`src/rtl/stream_arb_mux_pkg.sv`:
```
// stream_arb_mux_pkg
//   Shared constants and helpers for the arbitrated stream mux and for
//   other multi-master blocks that reuse rr_arbiter.
//   ARB_FIXED / ARB_RR : arbitration mode encodings
//   num_ch(aw)         : channel count for an index width of aw bits
package stream_arb_mux_pkg;

  localparam int ARB_FIXED = 0;
  localparam int ARB_RR    = 1;

  function automatic int num_ch(input int aw);
    return 1 << aw;
  endfunction

endpackage

```
`src/rtl/stream_arb_mux_rr_arbiter.sv`:
```
// rr_arbiter
//   Combinational N-way arbiter with a selectable search origin.
//   req     in  N   request vector
//   ptr     in  AW  search start when mode=1 (round-robin)
//   mode    in  1   0 = fixed priority from index 0, 1 = search from ptr
//   grant   out AW  index of the winning request (0 when no request)
//   any_req out 1   at least one request present
module rr_arbiter
  import stream_arb_mux_pkg::*;
#(
  parameter int AW = 2
) (
  input  logic [num_ch(AW)-1:0] req,
  input  logic [AW-1:0]         ptr,
  input  logic                  mode,
  output logic [AW-1:0]         grant,
  output logic                  any_req
);

  localparam int N = num_ch(AW);

  logic [AW-1:0] base;
  logic [AW-1:0] idx;

  assign base    = mode ? ptr : '0;
  assign any_req = |req;

  // Walk the rotated order from the far end back to the origin so the
  // request closest to the origin is the last (winning) assignment.
  // The AW-bit add wraps modulo N for free.
  always_comb begin
    grant = '0;
    idx   = '0;
    for (int k = N - 1; k >= 0; k--) begin
      idx = base + AW'(k);
      if (req[idx]) grant = idx;
    end
  end

endmodule

```
`src/rtl/stream_arb_mux.sv`:
```
// stream_arb_mux
//   Merges N = 2**ADDRESS_WIDTH valid/ready streams onto one registered
//   output stream; the winning channel index travels with the data.
//   clk          in  1             rising-edge clock
//   rst          in  1             synchronous active-high reset
//   in_data      in  DATA_WIDTH*N  packed words, channel i at slice i
//   in_valid     in  N             per-channel valid
//   in_ready     out N             per-channel ready (combinational)
//   out_data     out DATA_WIDTH    registered selected word
//   out_address  out ADDRESS_WIDTH channel that supplied out_data
//   out_valid    out 1             output word valid
//   out_ready    in  1             sink ready
module stream_arb_mux
  import stream_arb_mux_pkg::*;
#(
  parameter int DATA_WIDTH    = 8,
  parameter int ADDRESS_WIDTH = 2,
  parameter int RR_MODE       = ARB_RR
) (
  input  logic                                     clk,
  input  logic                                     rst,
  input  logic [DATA_WIDTH*num_ch(ADDRESS_WIDTH)-1:0] in_data,
  input  logic [num_ch(ADDRESS_WIDTH)-1:0]         in_valid,
  output logic [num_ch(ADDRESS_WIDTH)-1:0]         in_ready,
  output logic [DATA_WIDTH-1:0]                    out_data,
  output logic [ADDRESS_WIDTH-1:0]                 out_address,
  output logic                                     out_valid,
  input  logic                                     out_ready
);

  localparam int N = num_ch(ADDRESS_WIDTH);

  logic [N-1:0][DATA_WIDTH-1:0] words;
  logic [ADDRESS_WIDTH-1:0]     ptr;
  logic [ADDRESS_WIDTH-1:0]     grant;
  logic                         any_req;
  logic                         load;

  assign words = in_data;

  rr_arbiter #(.AW(ADDRESS_WIDTH)) u_arb (
    .req     (in_valid),
    .ptr     (ptr),
    .mode    (RR_MODE == ARB_RR),
    .grant   (grant),
    .any_req (any_req)
  );

  // Load whenever the register is empty or draining this edge; reset
  // suppresses every input handshake in its cycle.
  assign load = any_req && (!out_valid || out_ready) && !rst;

  for (genvar i = 0; i < N; i++) begin : g_rdy
    assign in_ready[i] = load && (grant == ADDRESS_WIDTH'(i));
  end

  always_ff @(posedge clk) begin
    if (rst) begin
      out_valid   <= 1'b0;
      out_data    <= '0;
      out_address <= '0;
      ptr         <= '0;
    end else if (load) begin
      out_data    <= words[grant];
      out_address <= grant;
      out_valid   <= 1'b1;
      if (RR_MODE == ARB_RR) ptr <= grant + ADDRESS_WIDTH'(1);
    end else if (out_ready) begin
      out_valid   <= 1'b0;
    end
  end

endmodule

```
`config.mk`:
```
export PLATFORM = sky130hd
export DESIGN_NAME = stream_arb_mux
export DESIGN_NICKNAME = d
export VERILOG_FILES = /design/src/rtl/stream_arb_mux_pkg.sv /design/src/rtl/stream_arb_mux_rr_arbiter.sv /design/src/rtl/stream_arb_mux.sv
export SDC_FILE = /design/constraint.sdc
export NUM_CORES = 1
export LEC_CHECK = 0
export CELL_PAD_IN_SITES_DETAIL_PLACEMENT = 1
export CELL_PAD_IN_SITES_GLOBAL_PLACEMENT = 1
export CORE_ASPECT_RATIO = 1.4
export CORE_MARGIN = 2
export CORE_UTILIZATION = 21
export CTS_CLUSTER_SIZE = 28
export DETAILED_ROUTE_END_ITERATION = 7
export PLACE_DENSITY_LB_ADDON = 0.1
export SYNTH_ARGS = -nofsm -noshare
export SYNTH_HDL_FRONTEND = slang
export SYNTH_SLANG_ARGS = --single-unit
```
`constraint.sdc`:
```
create_clock -name clk -period 1.5 [get_ports clk]
set_clock_uncertainty 0.05 [all_clocks]
set_input_delay 0.3 -clock clk [delete_from_list [all_inputs] [get_ports clk]]
set_output_delay 0.3 -clock clk [all_outputs]
set_load 0.005 [all_outputs]
```
# --- Word-level counts from Yosys, hierarchy flattened ---
# Cells that the tools add are included.
word_totals:
  regBits: 13
  out_inout_bits: 15
  wordCells: 44
op_classes:
  add_sub_neg: 4
  order_cmp: 5
  eq_ne: 3
  muxes: 16
  reduce_logical: 12
op_table:
  columns: ["operator", "count"]
  rows:
  - ["$bmux 8 s2", 1]
  - ["$lt 2x3->1 const B", 5]
  - ["$bmux 1 s2", 4]
  - ["$mux 2", 4]
  - ["$mux 8", 1]
  - ["$logic_and 1x1->1", 6]
  - ["$mux 1", 6]
  - ["$add 2x1->2 const B", 2]
  - ["$add 2x2->2 const B", 2]
  - ["$eq 2x2->1 const B", 2]
  - ["$reduce_or 4->1", 1]
  - ["$eq 2x1->1 const B", 1]
  - ["$logic_not 1->1", 2]
  - ["$logic_not 2->1", 1]
  - ["$reduce_bool 2->1", 1]
  - ["$logic_or 1x1->1", 1]

# --- Logic depth before layout (Yosys ltp) ---
logic_depth:
  ltp_word: 9
  mapped_depth: 6
  ltp_nobuf: 5

# --- By module ---
# From an unflattened synthesis, not the netlist that was laid out.
unflattened:
  hier_cells: 79
  hier_area_um2: 848.3
modules_own_cells:
  columns: ["mod", "instances", "cells_each", "area_per_inst_um2", "seq_area_each_um2"]
  rows:
  - ["stream_arb_mux", 1, 53, 691.9, 260.2]
  - ["rr_arbiter", 1, 26, 156.4, 0.0]

# --- Worst setup path after synthesis ---
# No wires, ideal clock.
synth_timing:
  path_kind: "input to output"
  startpoint: "input in_valid[1]"
  endpoint: "output in_ready[0]"
  t_arrival_ns: 1.287
  required_time_ns: 1.150
  setup_slack_ns: -0.137
  stages: 6
  cell_sequence: "nand2b_1 -> a21oi_1 -> nor3_2 -> or3b_1 -> buf_6 -> nor2_1"
synth_via:
  elab_chain_len: 8
  word_cells_on_any_way: 17
  cone_classes: "mux (12); reduce/logical (5)"
synth_rtl:
  columns: ["item", "line_no", "text"]
  rows:
  - ["start: declaration", "stream_arb_mux.sv:23", "input logic [num_ch(ADDRESS_WIDTH)-1:0] in_valid,"]
  - ["$bmux 1 s2", "stream_arb_mux_rr_arbiter.sv:36", "if (req[idx]) grant = idx;"]
  - ["$mux 1 (not written as such)", "stream_arb_mux_rr_arbiter.sv:36", null]
  - ["$mux 2 (4 in a row)", "stream_arb_mux_rr_arbiter.sv:36", null]
  - ["$logic_not 2->1", "stream_arb_mux.sv:54", "assign in_ready[i] = load && (grant == ADDRESS_WIDTH'(i));"]
  - ["$logic_and 1x1->1 (*)", "stream_arb_mux.sv:54", null]
  - ["end: declaration", "stream_arb_mux.sv:24", "output logic [num_ch(ADDRESS_WIDTH)-1:0] in_ready,"]
# Mark *: on every way between the ends. The rest lies on a longest branch, timed or not. The select of a mux whose other input is x is not followed.

# --- Worst setup path after layout ---
layout_timing:
  startpoint: "register ptr[0]"
  endpoint: "output in_ready[2]"
layout_via:
  elab_chain_len: 9
  word_cells_on_any_way: 17
  cone_classes: "add/sub (3); eq/ne (1); mux (12); reduce/logical (1)"
layout_rtl:
  columns: ["item", "line_no", "text"]
  rows:
  - ["start: declaration", "stream_arb_mux.sv:34", "logic [ADDRESS_WIDTH-1:0] ptr;"]
  - ["start signal: assignment", "stream_arb_mux.sv:67", "if (RR_MODE == ARB_RR) ptr <= grant + ADDRESS_WIDTH'(1);"]
  - ["$add 2x2->2", "stream_arb_mux_rr_arbiter.sv:35", "idx = base + AW'(k);"]
  - ["$bmux 1 s2", "stream_arb_mux_rr_arbiter.sv:36", null]
  - ["$mux 1 (not written as such)", "stream_arb_mux_rr_arbiter.sv:36", null]
  - ["$mux 2 (3 in a row)", "stream_arb_mux_rr_arbiter.sv:36", null]
  - ["$mux 2 (*)", "stream_arb_mux_rr_arbiter.sv:36", null]
  - ["$eq 2x2->1 (*)", "stream_arb_mux.sv:54", null]
  - ["$logic_and 1x1->1 (*)", "stream_arb_mux.sv:54", null]
# Marked as above.

==> qor.csv <==
metric,value,unit
Worst slew margin,0.789,
failing checks,setup timing,
Pwr Density,858,nW/um^2
Syn-to-layout area delta,134,%
Crit path buffers/inverters,2,
"Arr. time, crit path",1.61,ns
Worst path depth,7,
ANT cells,0,
layout cells sized above 1,0.471,
ys async rst share,0,
DIE HEIGHT,75.0,um
Synth cell types,22,
CTS Buf Count,3,
Detail Route Antenna Nets,0,
PnR worst setup slack,-0.460,ns
CP Cell Sequence,nand2b_4 > a21oi_2 > nor3_2 > or3b_4 > buf_6 > nor2_4 > buf_2,
status,finished with violations,
post-synthesis cell count,81,
# IOs,54,
DRC Markers,0,
leak pwr,0.674,nW
"EDFF count, synth",0,
ys flop type,dfxtp_1,
VDD IR max,0.000399,V
Worst Tran Pin Value,0.314,ns
Crit path required time,1.15,ns
yosys warns,0,
"delay-heaviest family, CP",simple AND/OR/NAND/NOR gates,
"Cell Area, Synth",756,um^2
sequential share of the synthesized area,0.344,
RD Place Congestion,0.691,
DIE WIDTH,54.7,um
gr usage total,0.149,
DR iter-0 viols,8,
element type at the critical path end,output port,
worst stage delay on the critical path,0.39,ns
clock-pin transition on the worst setup and hold timing paths,0.06,ns
Hold/Removal Path Class,in2reg,
number of global-route vias before repair,990,
row cnt,25,
gr busiest metal,met2,
die area,4100,um^2
RSZ-0062 raised after global routing,yes,
Initial Util,0.222,
Nets,195,
largest net degree at the start of global routing,11,
clk sinks,13,
GRT met1 Usage,0.164,
Synth Net Count,120,
period utilization,1.31,
area of the multi-input gates,709,um^2
CORE AREA,3410,um^2
most frequent cell after synthesis,mux2i_1,
first-pass GRT wire length,4330,um
Detail Placement HPWL,2240,um
Port Buffer Count,53,
Worst Hold Depth,3,
vias,921,
maxcap violations,0,
CTS tree,built,
TritonRoute pass-1 iters,3,
Place WS,-1.27,ns
Crit Path Class,reg2out,
final hold viol count,0,
final max-slew violation count,0,
Skew-Pair Late Insertion Delay,0.24,ns
critical path peak fanout,3,
root buffer cell,clkbuf_8,
H-tree Lvls,1,
Fin Hold WS,0.403,ns
Critical Path Slowest Stage Cell,or3b_4,
Setup Viol. Count Final,14,
grt met2 use,0.275,
initial antenna violation count,0,
Reg area,267,um^2
Fmax,0.510,GHz
ranking of synthesized cells by area,"dfxtp_1 (34%), mux2i_1 (24%), o221ai_1 (9.3%), nand2_1 (4.5%), nor2_1 (4.5%)",
vias per cell,4.72,
cells on worst reg2reg path,7,
Synth top area share,0.344,
Synth Register Bits,13,
clk buf depth,2,
met3 Track Usage GR,0.0278,
Commonest cells post-synth,"mux2i_1 (18), dfxtp_1 (13), nand2_1 (9), nor2_1 (9), o221ai_1 (8)",
Final min period,1.96,ns
critical path startpoint category,register,
# fillers,375,
remaining global-route overflow,0,
drt total wl,2920,um
biggest area consumer among synthesized cells,dfxtp_1,
drt wl/cell,15.0,um
Avg Inst Size Synth,9.33,um^2
-- flip-flops by register name, summed over array words and instances, names as in the netlist --
name and count:
out_address 2, out_valid 1, out_data 8, ptr 2
-- report_power, final --
group,switching [mW],internal [mW],leakage [nW]
clock network,0.128,0.187,0.0228
logic,0.294,0.468,0.543
registers,0.0372,0.401,0.109
total,0.459,1.06,0.674
-- metal layers --
layer	wire length [um]	share of wire
met2	1670	0.57
met1	1070	0.37
met3	156	0.053
met5	0	0
met4	19	0.0065
-- cells in the final DEF, fill, tap and decap left out, types with 3 or more instances in the layout --
| cell type | instances |
|---|---|
| nand2_1 | 9 |
| dfxtp_1 | 10 |
| buf_2 | 5 |
| buf_4 | 15 |
| clkbuf_8 | 3 |
| buf_6 | 3 |
| mux2i_2 | 8 |
| mux2i_1 | 4 |
| clkdlybuf4s50_1 | 44 |
| o221ai_2 | 8 |
| nor2_1 | 6 |
| mux2i_4 | 6 |
-- area by class of cell --
type | instances | share of cell area
Tap cell | 40 | 0.0283
Multi-Input combinational cell | 63 | 0.402
Timing Repair Buffer | 73 | 0.390
Clock buffer | 4 | 0.0255
Sequential cell | 13 | 0.151
Inverter | 2 | 0.00425
-- cell families (layout without fill, tap and decap cells) --
| group | Yosys count | count (layout) | synth area share |
|---|---|---|---|
| muxes | 18 | 18 | 0.238 |
| buffers and inverters | 5 | 79 | 0.0414 |
| AOI/OAI and AO/OA | 16 | 16 | 0.177 |
| DFF | 13 | 13 | 0.344 |
| and+or+nand+nor | 28 | 28 | 0.187 |
| xor gates and xnor gates | 1 | 1 | 0.0116 |
-- timing repair --
action,CTS,global route
buffers inserted,7,1
hold endpoints to repair,0,0
pin swaps,15,2
hold buffers,0,0
resized for setup,58,23
endpoints found under the setup margin,17,15
-- worst paths after layout --
kind / slack, ns / endpoint / startpoint
max: -0.46 / in_ready[2] / ptr[0]
min: 0.40 / out_valid / in_valid[2]
max reg2reg: -0.29 / out_data[1] / ptr[0]
min reg2reg: 0.42 / out_data[6] / out_data[6]
-- worst register-to-register path, stage by stage, from the launching register on --
cell and delay [ns]:
dfxtp_2 0.37, nor2b_4 0.05, buf_4 0.13, o32a_4 0.40, buf_4 0.17, buf_4 0.18, mux2i_2 0.22, o221ai_2 0.13
-- per-stage QoR --
stage / utilization / std cells / instance area, um^2 / setup TNS [ns] / power, mW
6_report: 0.518 / 195 / 1770 / -3.92 / 1.52
2_1_floorplan: - / 81 / 798 / -0.303 / 0.688
5_1_grt: 0.518 / 195 / 1770 / -4.73 / 1.60
3_3_place_gp: 0.425 / 184 / 1450 / -12.65 / 0.984
3_5_place_dp: 0.425 / 184 / 1450 / -13.61 / 0.993
4_1_cts: 0.482 / 194 / 1640 / -3.89 / 1.43
No activity file was read; power rests on OpenSTA's default activity.
